===== src/rtl/trace_dump_sequencer_if.sv =====
// Capture-RAM read port and UART transmit handshake used by the trace dump sequencer.
// master = sequencer side, slave = RAM mux / UART side.
interface trace_dump_sequencer_if #(
    parameter int ADDR_W = 9,
    parameter int DATA_W = 8,
    parameter int NUM_CH = 3
);
    logic [NUM_CH-1:0] ram_en;
    logic [ADDR_W-1:0] ram_addr;
    logic [DATA_W-1:0] ram_rdata;
    logic [DATA_W-1:0] tx_data;
    logic              trmt;
    logic              tx_done;

    modport master (
        output ram_en,
        output ram_addr,
        output tx_data,
        output trmt,
        input  ram_rdata,
        input  tx_done
    );

    modport slave (
        input  ram_en,
        input  ram_addr,
        input  tx_data,
        input  trmt,
        output ram_rdata,
        output tx_done
    );
endinterface


===== src/rtl/trace_dump_sequencer.sv =====
// Streams one captured channel trace (2**ADDR_W samples, oldest first) to the UART.
// Optional trailing CRC-8 byte when DUMP_CRC_EN is defined.
module trace_dump_sequencer #(
    parameter int ADDR_W = 9,
    parameter int DATA_W = 8,
    parameter int NUM_CH = 3
) (
    input  logic                clk,
    input  logic                rst,
    input  logic                dump,
    input  logic [1:0]          ch_sel,
    input  logic [ADDR_W-1:0]   start_addr,
    input  logic                abort,
    output logic                busy,
    output logic                dump_fin,
    output logic                dump_err,
    trace_dump_sequencer_if.master bus
);

    typedef enum logic [2:0] {
        S_IDLE,
        S_READ,
        S_LATCH,
        S_SEND,
        S_WAIT_TX,
`ifdef DUMP_CRC_EN
        S_CRC,
`endif
        S_FIN
    } state_t;

    localparam logic [ADDR_W:0] CNT_LAST = {1'b0, {ADDR_W{1'b1}}};

    state_t            state;
    logic [1:0]        ch;
    logic [ADDR_W:0]   cnt;
    logic [ADDR_W-1:0] addr;
    logic [NUM_CH-1:0] ram_en_r;
    logic [DATA_W-1:0] tx_data_r;
    logic              trmt_r;
    logic              ch_ok;

    function automatic logic [NUM_CH-1:0] onehot(input logic [1:0] c);
        logic [NUM_CH-1:0] r;
        r = '0;
        for (int i = 0; i < NUM_CH; i++)
            r[i] = (32'(c) == i);
        return r;
    endfunction

`ifdef DUMP_CRC_EN
    logic [7:0] crc;

    // CRC-8, poly 0x07, MSB first
    function automatic logic [7:0] crc8(input logic [7:0] c, input logic [7:0] d);
        logic [7:0] r;
        r = c ^ d;
        for (int i = 0; i < 8; i++)
            r = r[7] ? ((r << 1) ^ 8'h07) : (r << 1);
        return r;
    endfunction
`endif

    assign ch_ok = 32'(ch_sel) < NUM_CH;

    // abort suppresses strobes in the very cycle it is seen
    assign bus.ram_en   = ram_en_r & {NUM_CH{~abort}};
    assign bus.trmt     = trmt_r & ~abort;
    assign bus.ram_addr = addr;
    assign bus.tx_data  = tx_data_r;

    always_ff @(posedge clk) begin
        if (rst) begin
            state     <= S_IDLE;
            ch        <= '0;
            cnt       <= '0;
            addr      <= '0;
            ram_en_r  <= '0;
            tx_data_r <= '0;
            trmt_r    <= 1'b0;
            busy      <= 1'b0;
            dump_fin  <= 1'b0;
            dump_err  <= 1'b0;
`ifdef DUMP_CRC_EN
            crc       <= '0;
`endif
        end else begin
            ram_en_r <= '0;
            trmt_r   <= 1'b0;
            dump_fin <= 1'b0;
            dump_err <= 1'b0;
            if (state != S_IDLE && abort) begin
                state <= S_IDLE;
                busy  <= 1'b0;
            end else begin
                unique case (state)
                    S_IDLE: begin
                        if (dump && ch_ok) begin
                            ch       <= ch_sel;
                            cnt      <= '0;
                            addr     <= start_addr;
                            ram_en_r <= onehot(ch_sel);
                            busy     <= 1'b1;
`ifdef DUMP_CRC_EN
                            crc      <= '0;
`endif
                            state    <= S_READ;
                        end else if (dump) begin
                            dump_err <= 1'b1;
                        end
                    end
                    S_READ: state <= S_LATCH;
                    S_LATCH: begin
                        tx_data_r <= bus.ram_rdata;
                        trmt_r    <= 1'b1;
`ifdef DUMP_CRC_EN
                        crc       <= crc8(crc, bus.ram_rdata[7:0]);
`endif
                        state     <= S_SEND;
                    end
                    S_SEND: state <= S_WAIT_TX;
                    S_WAIT_TX: begin
                        if (bus.tx_done) begin
                            if (cnt == CNT_LAST) begin
`ifdef DUMP_CRC_EN
                                tx_data_r <= DATA_W'(crc);
                                trmt_r    <= 1'b1;
                                state     <= S_CRC;
`else
                                dump_fin  <= 1'b1;
                                state     <= S_FIN;
`endif
                            end else begin
                                cnt      <= cnt + 1'b1;
                                addr     <= addr + 1'b1;
                                ram_en_r <= onehot(ch);
                                state    <= S_READ;
                            end
                        end
                    end
`ifdef DUMP_CRC_EN
                    S_CRC: begin
                        // the strobe cycle itself never completes the byte
                        if (!trmt_r && bus.tx_done) begin
                            dump_fin <= 1'b1;
                            state    <= S_FIN;
                        end
                    end
`endif
                    S_FIN: begin
                        busy  <= 1'b0;
                        state <= S_IDLE;
                    end
                    default: state <= S_IDLE;
                endcase
            end
        end
    end

endmodule


===== src/flat_wrapper.sv =====
// flat-port wrapper written by rule: the top's interface ports become plain ports
module trace_dump_sequencer_flat 
#(
    parameter int ADDR_W = 9,
    parameter int DATA_W = 8,
    parameter int NUM_CH = 3
)
  (clk, rst, dump, ch_sel, start_addr, abort, busy, dump_fin, dump_err, bus_ram_en, bus_ram_addr, bus_tx_data, bus_trmt, bus_ram_rdata, bus_tx_done);
  trace_dump_sequencer_if #(.ADDR_W(ADDR_W), .DATA_W(DATA_W), .NUM_CH(NUM_CH)) bus_i ();
  input  logic clk;
  input  logic rst;
  input  logic dump;
  input  logic [1:0] ch_sel;
  input  logic [ADDR_W-1:0] start_addr;
  input  logic abort;
  output logic busy;
  output logic dump_fin;
  output logic dump_err;
  output wire logic [$bits(bus_i.ram_en)-1:0] bus_ram_en;
  output wire logic [$bits(bus_i.ram_addr)-1:0] bus_ram_addr;
  output wire logic [$bits(bus_i.tx_data)-1:0] bus_tx_data;
  output wire logic [$bits(bus_i.trmt)-1:0] bus_trmt;
  input wire logic [$bits(bus_i.ram_rdata)-1:0] bus_ram_rdata;
  input wire logic [$bits(bus_i.tx_done)-1:0] bus_tx_done;
  assign bus_ram_en = bus_i.ram_en;
  assign bus_ram_addr = bus_i.ram_addr;
  assign bus_tx_data = bus_i.tx_data;
  assign bus_trmt = bus_i.trmt;
  assign bus_i.ram_rdata = bus_ram_rdata;
  assign bus_i.tx_done = bus_tx_done;
  trace_dump_sequencer #(.ADDR_W(ADDR_W), .DATA_W(DATA_W), .NUM_CH(NUM_CH)) u_core (.clk(clk), .rst(rst), .dump(dump), .ch_sel(ch_sel), .start_addr(start_addr), .abort(abort), .busy(busy), .dump_fin(dump_fin), .dump_err(dump_err), .bus(bus_i));
endmodule

===== config.mk =====
export PLATFORM = sky130hd
export DESIGN_NAME = trace_dump_sequencer_flat
export DESIGN_NICKNAME = d
export VERILOG_FILES = /design/src/rtl/trace_dump_sequencer_if.sv /design/src/rtl/trace_dump_sequencer.sv /design/src/flat_wrapper.sv
export SDC_FILE = /design/constraint.sdc
export NUM_CORES = 1
export LEC_CHECK = 0
export ABC_AREA = 1
export ABC_CLOCK_PERIOD_IN_PS = 1900
export BUFFER_PORTS_ARGS = -buffer_cell sky130_fd_sc_hd__buf_2
export CORE_UTILIZATION = 47
export CTS_CLUSTER_SIZE = 28
export DETAILED_ROUTE_END_ITERATION = 6
export HOLD_SLACK_MARGIN = 0.05
export PLACE_DENSITY = 0.71
export SLEW_MARGIN = 15
export SYNTH_ARGS = -nofsm -noshare
export SYNTH_HDL_FRONTEND = slang
export SYNTH_SLANG_ARGS = --single-unit

===== constraint.sdc =====
create_clock -name clk -period 1.9 [get_ports clk]
set_input_delay 0.095 -clock clk [delete_from_list [all_inputs] [get_ports clk]]
set_output_delay 0.095 -clock clk [all_outputs]
set_load 0.02 [all_outputs]

# Yosys cells after proc, flatten, opt, wreduce, memory -nomap -nowiden
# Index checks and enable logic that the tools add are counted.
[word_totals]
reg_bits = 39
latchBits = 0
ramBits = 0
mem_bits_ro = 0
input_bits = 24
output_inout_bits = 24
wordCells = 70
mem_count = 0
[classes]
add_sub_neg = 2
multipliers = 0
div = 0
magnitude_cmp = 1
n_eq_ne = 13
n_shift = 0
muxes = 21
bitwise = 7
n_reduce_logical = 16
[ops]
columns = ["op", "n"]
rows = [
  ["10-bit two-way mux", 3],
  ["9-bit two-way mux", 3],
  ["10-bit case mux with 2 select lines", 1],
  ["3-bit two-way mux", 6],
  ["9-bit case mux with 2 select lines", 1],
  ["3-bit case mux with 5 select lines", 1],
  ["10-bit by 1-bit adder with 10-bit output (second input constant)", 1],
  ["10-bit by 9-bit equality test with 1-bit output (second input constant)", 1],
  ["9-bit by 1-bit adder with 9-bit output (second input constant)", 1],
  ["4-bit OR reduction", 2],
  ["3-bit by 2-bit equality test with 1-bit output (second input constant)", 2],
  ["3-bit equality test (second input constant)", 2],
  ["3-bit case mux with 2 select lines", 1],
  ["2-bit AND reduction", 3],
  ["1-bit inverter", 5],
  ["5-bit AND reduction", 1],
  ["2-bit by 1-bit equality test with 1-bit output (second input constant)", 2],
  ["2-bit equality test (second input constant)", 2],
  ["2-bit logical NOT", 2],
  ["1-bit two-way mux", 4],
  ["2-bit != test (second input constant)", 2],
  ["2-bit nonzero test", 2],
  ["3-bit AND", 1],
  ["3-bit by 1-bit equality test with 1-bit output (second input constant)", 1],
  ["other kinds (9)", 10],
]

# Logic depth before layout (Yosys ltp)
# Gate-level depths: netlist of run 1.
[logic_depth]
word_depth = 4
depth_mapped = 11
ltp_nobuf = 10

# Worst setup path after synthesis of run 1
# OpenSTA, ideal clock, no wires.
[synth_timing]
kind = "register to register"
startpoint = "register u_core.cnt[0]"
endpoint = "register u_core.addr[4], in the netlist u_core.bus.ram_addr[4]"
setup_time_ns = 0.116
arrival_time_ns = 1.397
required_time_ns = 1.784
slack_ns = 0.387
stages_incl_launch_ff = 10
path_buffers = 1
synth_period_minus_slack_ns = 1.513
path_cell_list = "dfxtp_1 > ha_1 > nand2_1 > nor2_1 > nand3_1 > nor2_1 > nor2_1 > buf_6 > o21ai_0 > nor2_1"
[synth_between]
elab_chain_cells = 3
[synth_rtl]
columns = ["item", "line_no", "rtl"]
rows = [
  ["start, declared", "trace_dump_sequencer.sv:36", "logic [ADDR_W:0] cnt;"],
  ["start signal, assigned", "trace_dump_sequencer.sv:134", "cnt <= cnt + 1'b1;"],
  ["10-bit by 9-bit equality test with 1-bit output", "trace_dump_sequencer.sv:124", "if (cnt == CNT_LAST) begin"],
  ["2-bit != test (no source line)", "n/a", ""],
  ["5-bit AND reduction (no source line)", "n/a", ""],
  ["end signal, assigned", "trace_dump_sequencer.sv:101", "addr <= start_addr;"],
  ["end signal, assigned", "trace_dump_sequencer.sv:135", "addr <= addr + 1'b1;"],
  ["end, declared", "trace_dump_sequencer.sv:37", "logic [ADDR_W-1:0] addr;"],
]
# Every way passes these cells.
# A chain may end at the register's enable or synchronous reset.

# Worst setup path in the final report of run 1
[layout_timing]
startpoint = "register u_core.state[0]"
endpoint = "register u_core.cnt[1]"
[layout_between]
elab_chain_cells = 4
word_cells_on_any_way = 11
classes_between = "4 x eq/ne; 1 x mux; 1 x bitwise; 5 x reduce/logical"
[layout_rtl]
columns = ["item", "line_no", "rtl"]
rows = [
  ["start, declared", "trace_dump_sequencer.sv:34", "state_t state;"],
  ["start signal, assigned", "trace_dump_sequencer.sv:74", "state <= S_IDLE;"],
  ["start signal, assigned", "trace_dump_sequencer.sv:93", "state <= S_IDLE;"],
  ["start signal, assigned", "trace_dump_sequencer.sv:107", "state <= S_READ;"],
  ["branches (longest 4 deep; another with 5-bit AND reduction)", "n/a", ""],
]
# Several ways; the timed one is not identified.

==> results.sh, run 1 <==
export IMPL_tns_ns=0
export IMPL_r2r_setup_slack_ns=0.21
export IMPL_grt_max_degree=21
export IMPL_clk_path_buf_depth=2
export IMPL_dp_slack_ns=-0.288
export IMPL_fin_crit_ns=1.69
export IMPL_crit_end="u_core.cnt[1]$_SDFFE_PP0P_"
export IMPL_ir_drop_v=0.000821
export IMPL_die_y_um=67.6
export IMPL_crit_arrival_ns=1.92
export IMPL_worst_ep_required_time_ns=2.14
export IMPL_drive_above_1_share_pct=23.6
export IMPL_cp_common_cell="nand2_1"
export IMPL_synth_top_area_share_pct=38.6
export IMPL_cts_max_level=2
export IMPL_yosysUniqueCellTypes=30
export IMPL_nNetsFinal=407
export IMPL_setup_viol=0
export IMPL_run_status="finished, final reports clean"
export IMPL_critPathLaunchType="flop"
export IMPL_cp_top_family="simple AND/OR/NAND/NOR gates"
export IMPL_netlist_area_um2=2020
export IMPL_cp_max_fo=20
export IMPL_drcViolationCount=0
export IMPL_via_per_inst=4.96
export IMPL_rr_worst_depth=8
export IMPL_tightest_slew_ns=0.450
export IMPL_avgSynthCellArea_um2=6.61
export IMPL_antenna_found_initial=0
export IMPL_overflow=0
export IMPL_areaGrowthSynthToFinish_pct=29.7
export IMPL_final_cells=432
export IMPL_hp_class="in2reg"
export IMPL_ios=48
export IMPL_fin_hold_ws_ns=0.0824
export IMPL_n_fill_cell=382
export IMPL_cts_tree="done"
export IMPL_power_static_leakage_uw=0.00122
export IMPL_vias=2141
export IMPL_antenna_cells=0
export IMPL_comb_power_share_pct=25.8
export IMPL_switching_share_pct=34.2
export IMPL_start_util_pct=49.9
export IMPL_place_gp_congestion=0.834
export IMPL_r2r_start="u_core.state[0]$_SDFFE_PP0P_"
export IMPL_total_power_uw=2290
export IMPL_worstSetupPathDepth=8
export IMPL_finalClockSkew_ns=0.00492
export IMPL_ys_seq_area_share_pct=38.6
export IMPL_wl_per_cell_um=11.1
export IMPL_path_clk_slew_ns=0.08
export IMPL_finalMaxSlewViolations=0
export IMPL_grtUsageTotal_pct=23.8
export IMPL_fin_crit_sh_pct=88.7
export IMPL_syn_inst=306
export IMPL_synth_fp_nets=332
export IMPL_die_width_um=67.6
export IMPL_dp_cells=415
export IMPL_rows=23
export IMPL_yosysTopAreaCell="dfxtp_1"
export IMPL_worst_slack_ns=0.214
export IMPL_cts_sinks=39
export IMPL_cp_slowest_cell="dfxtp_1"
export IMPL_cts_root_buf="clkbuf_8"
export IMPL_critPathLaunch="u_core.state[0]$_SDFFE_PP0P_"
export IMPL_grt_pass1_wl_mm=8.16
export IMPL_clk_latency_ns=0.30
export IMPL_rsz0062_at_grt="no"
export IMPL_cpPeakStageDelay_ns=0.35
export IMPL_routed_wl_mm=4.78
export IMPL_clkPwrFrac_pct=31.3
export IMPL_io_buffer_count=47
export IMPL_cts_buffers=5
export IMPL_p_per_area_nw_per_um2=872
export IMPL_pwr_share_seq_pct=42.9
export IMPL_p_sw_uw=782
export IMPL_hold_violations=0
export IMPL_ys_seq_elements=39
export IMPL_ys_warnings_count=0
export IMPL_intPower_uw=1510
export IMPL_max_freq_mhz=593
export IMPL_ys_top_cells_by_area="dfxtp_1 (39%), nand2_1 (16%), nor2_1 (10%)"
export IMPL_rr_endpoint="u_core.cnt[1]$_SDFFE_PP0P_"
export IMPL_drv_cap=0
export IMPL_place_hpwl_mm=3.40
export IMPL_fp_coreArea_um2=4060
export IMPL_first_pass_iters=5
export IMPL_antenna_left=0
export IMPL_first_iter_violations=175
export IMPL_relSlewSlack_pct=69.9
export IMPL_critPathBufInv=2
export IMPL_grt_pass1_vias=1972
export IMPL_cp_cell_sequence="nor2_2, nand2_1, buf_4, inv_1, nand4_4, nand2_4, nand2_1, a21oi_1"
export IMPL_worstSetupEndpointType="flop"
export IMPL_path_class="reg2reg"
export IMPL_dieArea_um2=4570
## placed cells by master (no fill, tap or decap), drive strengths merged
master       instances
nor3                 6
o21a                 2
nand3               23
dlygate4sd3          9
dfxtp               39
clkinvlp             1
nor3b                2
o21ai               19
buf                 67
nand3b               1
o31ai                2
bufinv               1
or2                  2
ha                   2
nand2               86
a21oi               19
nand4                4
inv                 30
clkbuf               5
xor2                 1
o21bai               1
nor2                60
## power groups by stage
stage | logic, µW | clock network, µW | registers (µW)
final | 590 | 716 | 982
after global routing | 657 | 768 | 999
after CTS | 587 | 737 | 982
after detailed placement | 569 | 0 | 1000
after global placement | 563 | 0 | 1000
after floorplan | 349 | 0 | 1070
## cell usage after synthesis (all sizes together)
| library cell | instances |
|---|---|
| o21a | 2 |
| or2 | 2 |
| o31ai | 2 |
| o21ai | 19 |
| a21oi | 19 |
| clkbuf | 2 |
| buf | 6 |
| inv | 29 |
| ha | 2 |
| nand3 | 23 |
| o21bai | 1 |
| xor2 | 1 |
| nand2 | 86 |
| nor2 | 60 |
| dfxtp | 39 |
| nor3b | 2 |
| nand3b | 1 |
| nand4 | 4 |
| nor3 | 6 |
## per-layer routing
metal / global-route usage, % / wire length [µm] / up-vias / part of all wire [%]
met5: 0 / 0 / - / 0
met4: 10.4 / 80 / 0 / 1.7
met3: 4.73 / 253 / 8 / 5.3
met2: 40.5 / 2270 / 62 / 47
met1: 28.7 / 2180 / 948 / 46
li1: - / - / 1123 / -
## tightest hold or removal path: cells and delay by family
family	cells	cell delay [ns]
buffers and inverters	2	0.19
AND/OR/NAND/NOR	1	0.06
## flip-flops by register name (all words and copies together) (netlist names), 2 cells and up
| name | count |
|---|---|
| u_core.cnt | 10 |
| u_core.state | 3 |
| u_core.ch | 2 |
| u_core.bus.ram_addr | 9 |
| u_core.ram_en_r | 3 |
| u_core.bus.tx_data | 8 |
## worst min-delay path by stage
stage	depth (start not counted)	endpoint	startpoint	slack [ns]
after floorplan	1	u_core.bus.ram_addr[8]$_SDFFE_PP0P_	rst	0.16
after global placement	3	u_core.bus.tx_data[7]$_SDFFE_PP0P_	bus_ram_rdata[7]	0.32
after detailed placement	3	u_core.bus.tx_data[2]$_SDFFE_PP0P_	bus_ram_rdata[2]	0.33
after CTS	3	u_core.dump_fin$_SDFF_PP0_	bus_tx_done	0.08
after global routing	3	u_core.ram_en_r[1]$_SDFF_PP0_	ch_sel[0]	0.1
final	3	u_core.dump_fin$_SDFF_PP0_	bus_tx_done	0.08
## cell type report
type                            count  area, µm²  area share, %
Clock buffer                        5       68.8           2.62
Clock inverter                      3       46.3           1.76
Inverter                           29        109           4.15
Multi-Input combinational cell    230       1080           41.2
Sequential cell                    39        781           29.7
Tap cell                           50       62.6           2.38
Timing Repair Buffer               76        475           18.1
## timing repair
action                                 CTS  global route
pin swaps                                0             0
setup endpoints to repair               19            19
gates resized for setup                  1             1
endpoints found under the hold margin    9             0
hold buffers                             9             0
buffers inserted                         0             0
## cells by family (layout without fill, tap and decap cells)
| logic type | count (synthesis) | in the layout | share of synthesized area [%] |
|---|---|---|---|
| compound gates | 43 | 43 | 12.0 |
| xor+xnor | 1 | 1 | 0.433 |
| fa+ha+maj | 2 | 2 | 1.24 |
| simple gates | 184 | 184 | 39.5 |
| buf+inv | 37 | 113 | 8.29 |
| flops | 39 | 39 | 38.6 |
## stage by stage
| stage | util, % | instance area (µm²) |
|---|---|---|
| 2_1_floorplan | - | 2020 |
| 5_1_grt | 64.7 | 2630 |
| 4_1_cts | 64.6 | 2620 |
| 3_3_place_gp | 59.5 | 2410 |
| 3_5_place_dp | 59.5 | 2410 |
| 6_report | 64.7 | 2630 |
(Power assumes the default switching activity.)
==> run 2, diff against run 1 <==
--- a/config.mk
+++ b/config.mk
@@ -8,6 +8,7 @@
 export ABC_AREA = 1
 export ABC_CLOCK_PERIOD_IN_PS = 1900
 export BUFFER_PORTS_ARGS = -buffer_cell sky130_fd_sc_hd__buf_2
+export CORE_ASPECT_RATIO = 0.5
 export CORE_UTILIZATION = 47
 export CTS_CLUSTER_SIZE = 28
 export DETAILED_ROUTE_END_ITERATION = 6
==> run 2 against run 1 <==
Against the previous run: die area is 0.35% higher; clock power is 2% higher; count of clock-buffer cells in the layout is 1 higher; via count is 1.8% lower; sequential power is 0.6% higher; wire length is 5.4% higher; critical endpoint is now u_core.bus.ram_addr[2]$_SDFFE_PP0P_.
==> results.sh, run 2 (synthesized netlist as in run 1, its figures left out) <==
export IMPL_cp_max_fo=20
export IMPL_cts_sinks=39
export IMPL_cts_root_buf="clkbuf_8"
export IMPL_first_iter_violations=114
export IMPL_cts_max_level=2
export IMPL_clk_path_buf_depth=2
export IMPL_antenna_cells=0
export IMPL_worst_slack_ns=0.210
export IMPL_largest_reg_flops=10
export IMPL_place_gp_congestion=0.778
export IMPL_overflow=0
export IMPL_ios=48
export IMPL_drcViolationCount=0
export IMPL_die_y_um=48.4
export IMPL_fp_coreArea_um2=4000
export IMPL_antenna_left=0
export IMPL_dieArea_um2=4590
export IMPL_tns_ns=0
export IMPL_relSlewSlack_pct=78.7
export IMPL_final_cell_mix="nand2_1 (84), nor2_1 (55), buf_2 (47)"
export IMPL_rsz0062_at_grt="no"
export IMPL_nNetsFinal=393
export IMPL_worst_ep_required_time_ns=2.09
export IMPL_cts_tree="done"
export IMPL_largest_register="u_core.cnt"
export IMPL_drv_cap=0
export IMPL_start_util_pct=50.5
export IMPL_finalClockSkew_ns=0.00683
export IMPL_fin_crit_sh_pct=88.9
export IMPL_vias=2102
export IMPL_r2r_setup_slack_ns=0.21
export IMPL_rows=16
export IMPL_fin_hold_ws_ns=0.0599
export IMPL_hold_end="u_core.bus.tx_data[7]$_SDFFE_PP0P_"
export IMPL_drive_above_1_share_pct=20.9
export IMPL_grt_pass1_vias=1826
export IMPL_routed_wl_mm=5.04
export IMPL_antenna_found_initial=0
export IMPL_io_buffer_count=47
export IMPL_fin_crit_ns=1.69
export IMPL_power_static_leakage_uw=0.00115
export IMPL_hp_class="in2reg"
export IMPL_max_freq_mhz=592
export IMPL_first_pass_iters=4
export IMPL_wl_per_cell_um=12.0
export IMPL_path_class="reg2reg"
export IMPL_rr_endpoint="u_core.bus.ram_addr[2]$_SDFFE_PP0P_"
export IMPL_ir_drop_v=0.000442
export IMPL_tightest_slew_ns=0.319
export IMPL_setup_viol=0
export IMPL_p_per_area_nw_per_um2=911
export IMPL_grtUsageTotal_pct=23.3
export IMPL_areaGrowthSynthToFinish_pct=24.6
export IMPL_grt_max_degree=21
export IMPL_crit_arrival_ns=1.88
export IMPL_cts_buffers=5
export IMPL_min_from="bus_ram_rdata[7]"
export IMPL_hold_violations=0
export IMPL_final_common_cell="nand2_1"
export IMPL_rr_worst_depth=9
export IMPL_holdPathStages=3
export IMPL_finalMaxSlewViolations=0
export IMPL_path_clk_slew_ns=0.08
export IMPL_grt_pass1_wl_mm=8.41
export IMPL_finish_utilization_pct=62.9
export IMPL_critPathLaunch="u_core.cnt[1]$_SDFFE_PP0P_"
export IMPL_critPathLaunchType="flop"
export IMPL_run_status="finished, final reports clean"
export IMPL_via_per_inst=4.98
export IMPL_worstSetupEndpointType="flop"
export IMPL_dp_slack_ns=0.186
export IMPL_r2r_start="u_core.cnt[1]$_SDFFE_PP0P_"
export IMPL_die_width_um=94.8
export IMPL_clk_latency_ns=0.30
export IMPL_place_hpwl_mm=3.47
[run 2: critical path, cell delays in order (launching register included)]
cell and delay [ns]:
dfxtp_1 0.39, ha_1 0.21, nand2_1 0.08, nor2_2 0.15
nand3_1 0.15, nor2_1 0.12, nor2_1 0.05, buf_4 0.20
o21ai_0 0.17, nor2_1 0.05
[run 2: layout make-up]
cell class / instances / area (µm²)
fillers: 376 / 1480
clock buffers: 6 / 82.6
repair buffers: 62 / 368
well taps: 54 / 67.6
flip-flops and latches: 39 / 781
multi-input cells: 230 / 1080
inverters: 29 / 109
clock inverters: 2 / 35.0
[run 2: power breakdown]
part / internal, µW / switching, µW / leakage (µW) / total, µW
clock: 425 / 303 / 0.0000612 / 728
sequential: 902 / 86.7 / 0.000318 / 988
combinational: 197 / 383 / 0.000774 / 580
[run 2: per-layer routing]
layer  vias to the layer above  wire (µm)  GRT usage, %
li1                       1096          -             -
met1                       939       2440          32.2
met2                        61       2270          35.9
met3                         6        292          6.92
met4                         0         41          5.30
met5                         -          0             0
[run 2: worst max path at each step]
| stage | to | cells after the start |
|---|---|---|
| 6_report | u_core.bus.ram_addr[2]$_SDFFE_PP0P_ | 9 |
| 3_3_place_gp | u_core.bus.ram_addr[3]$_SDFFE_PP0P_ | 9 |
| 2_1_floorplan | u_core.bus.ram_addr[4]$_SDFFE_PP0P_ | 9 |
| 4_1_cts | u_core.bus.ram_addr[3]$_SDFFE_PP0P_ | 9 |
| 3_5_place_dp | u_core.bus.ram_addr[3]$_SDFFE_PP0P_ | 9 |
| 5_1_grt | u_core.bus.ram_addr[6]$_SDFFE_PP0P_ | 9 |
[run 2: timing repair]
| item | in CTS | in global routing |
|---|---|---|
| setup endpoints to repair | 0 | 1 |
| endpoints found under the hold margin | 8 | 0 |
| gates resized for setup | 0 | 1 |
| setup buffers | 0 | 0 |
| hold buffers | 8 | 0 |
[run 2: stage by stage]
step / total power [µW] / cells / instance area (µm²)
floorplan: 1420 / 306 / 2020
global placement: 1550 / 406 / 2320
detailed placement: 1570 / 406 / 2320
CTS: 2310 / 422 / 2520
global route: 2420 / 422 / 2520
finish: 2300 / 422 / 2520
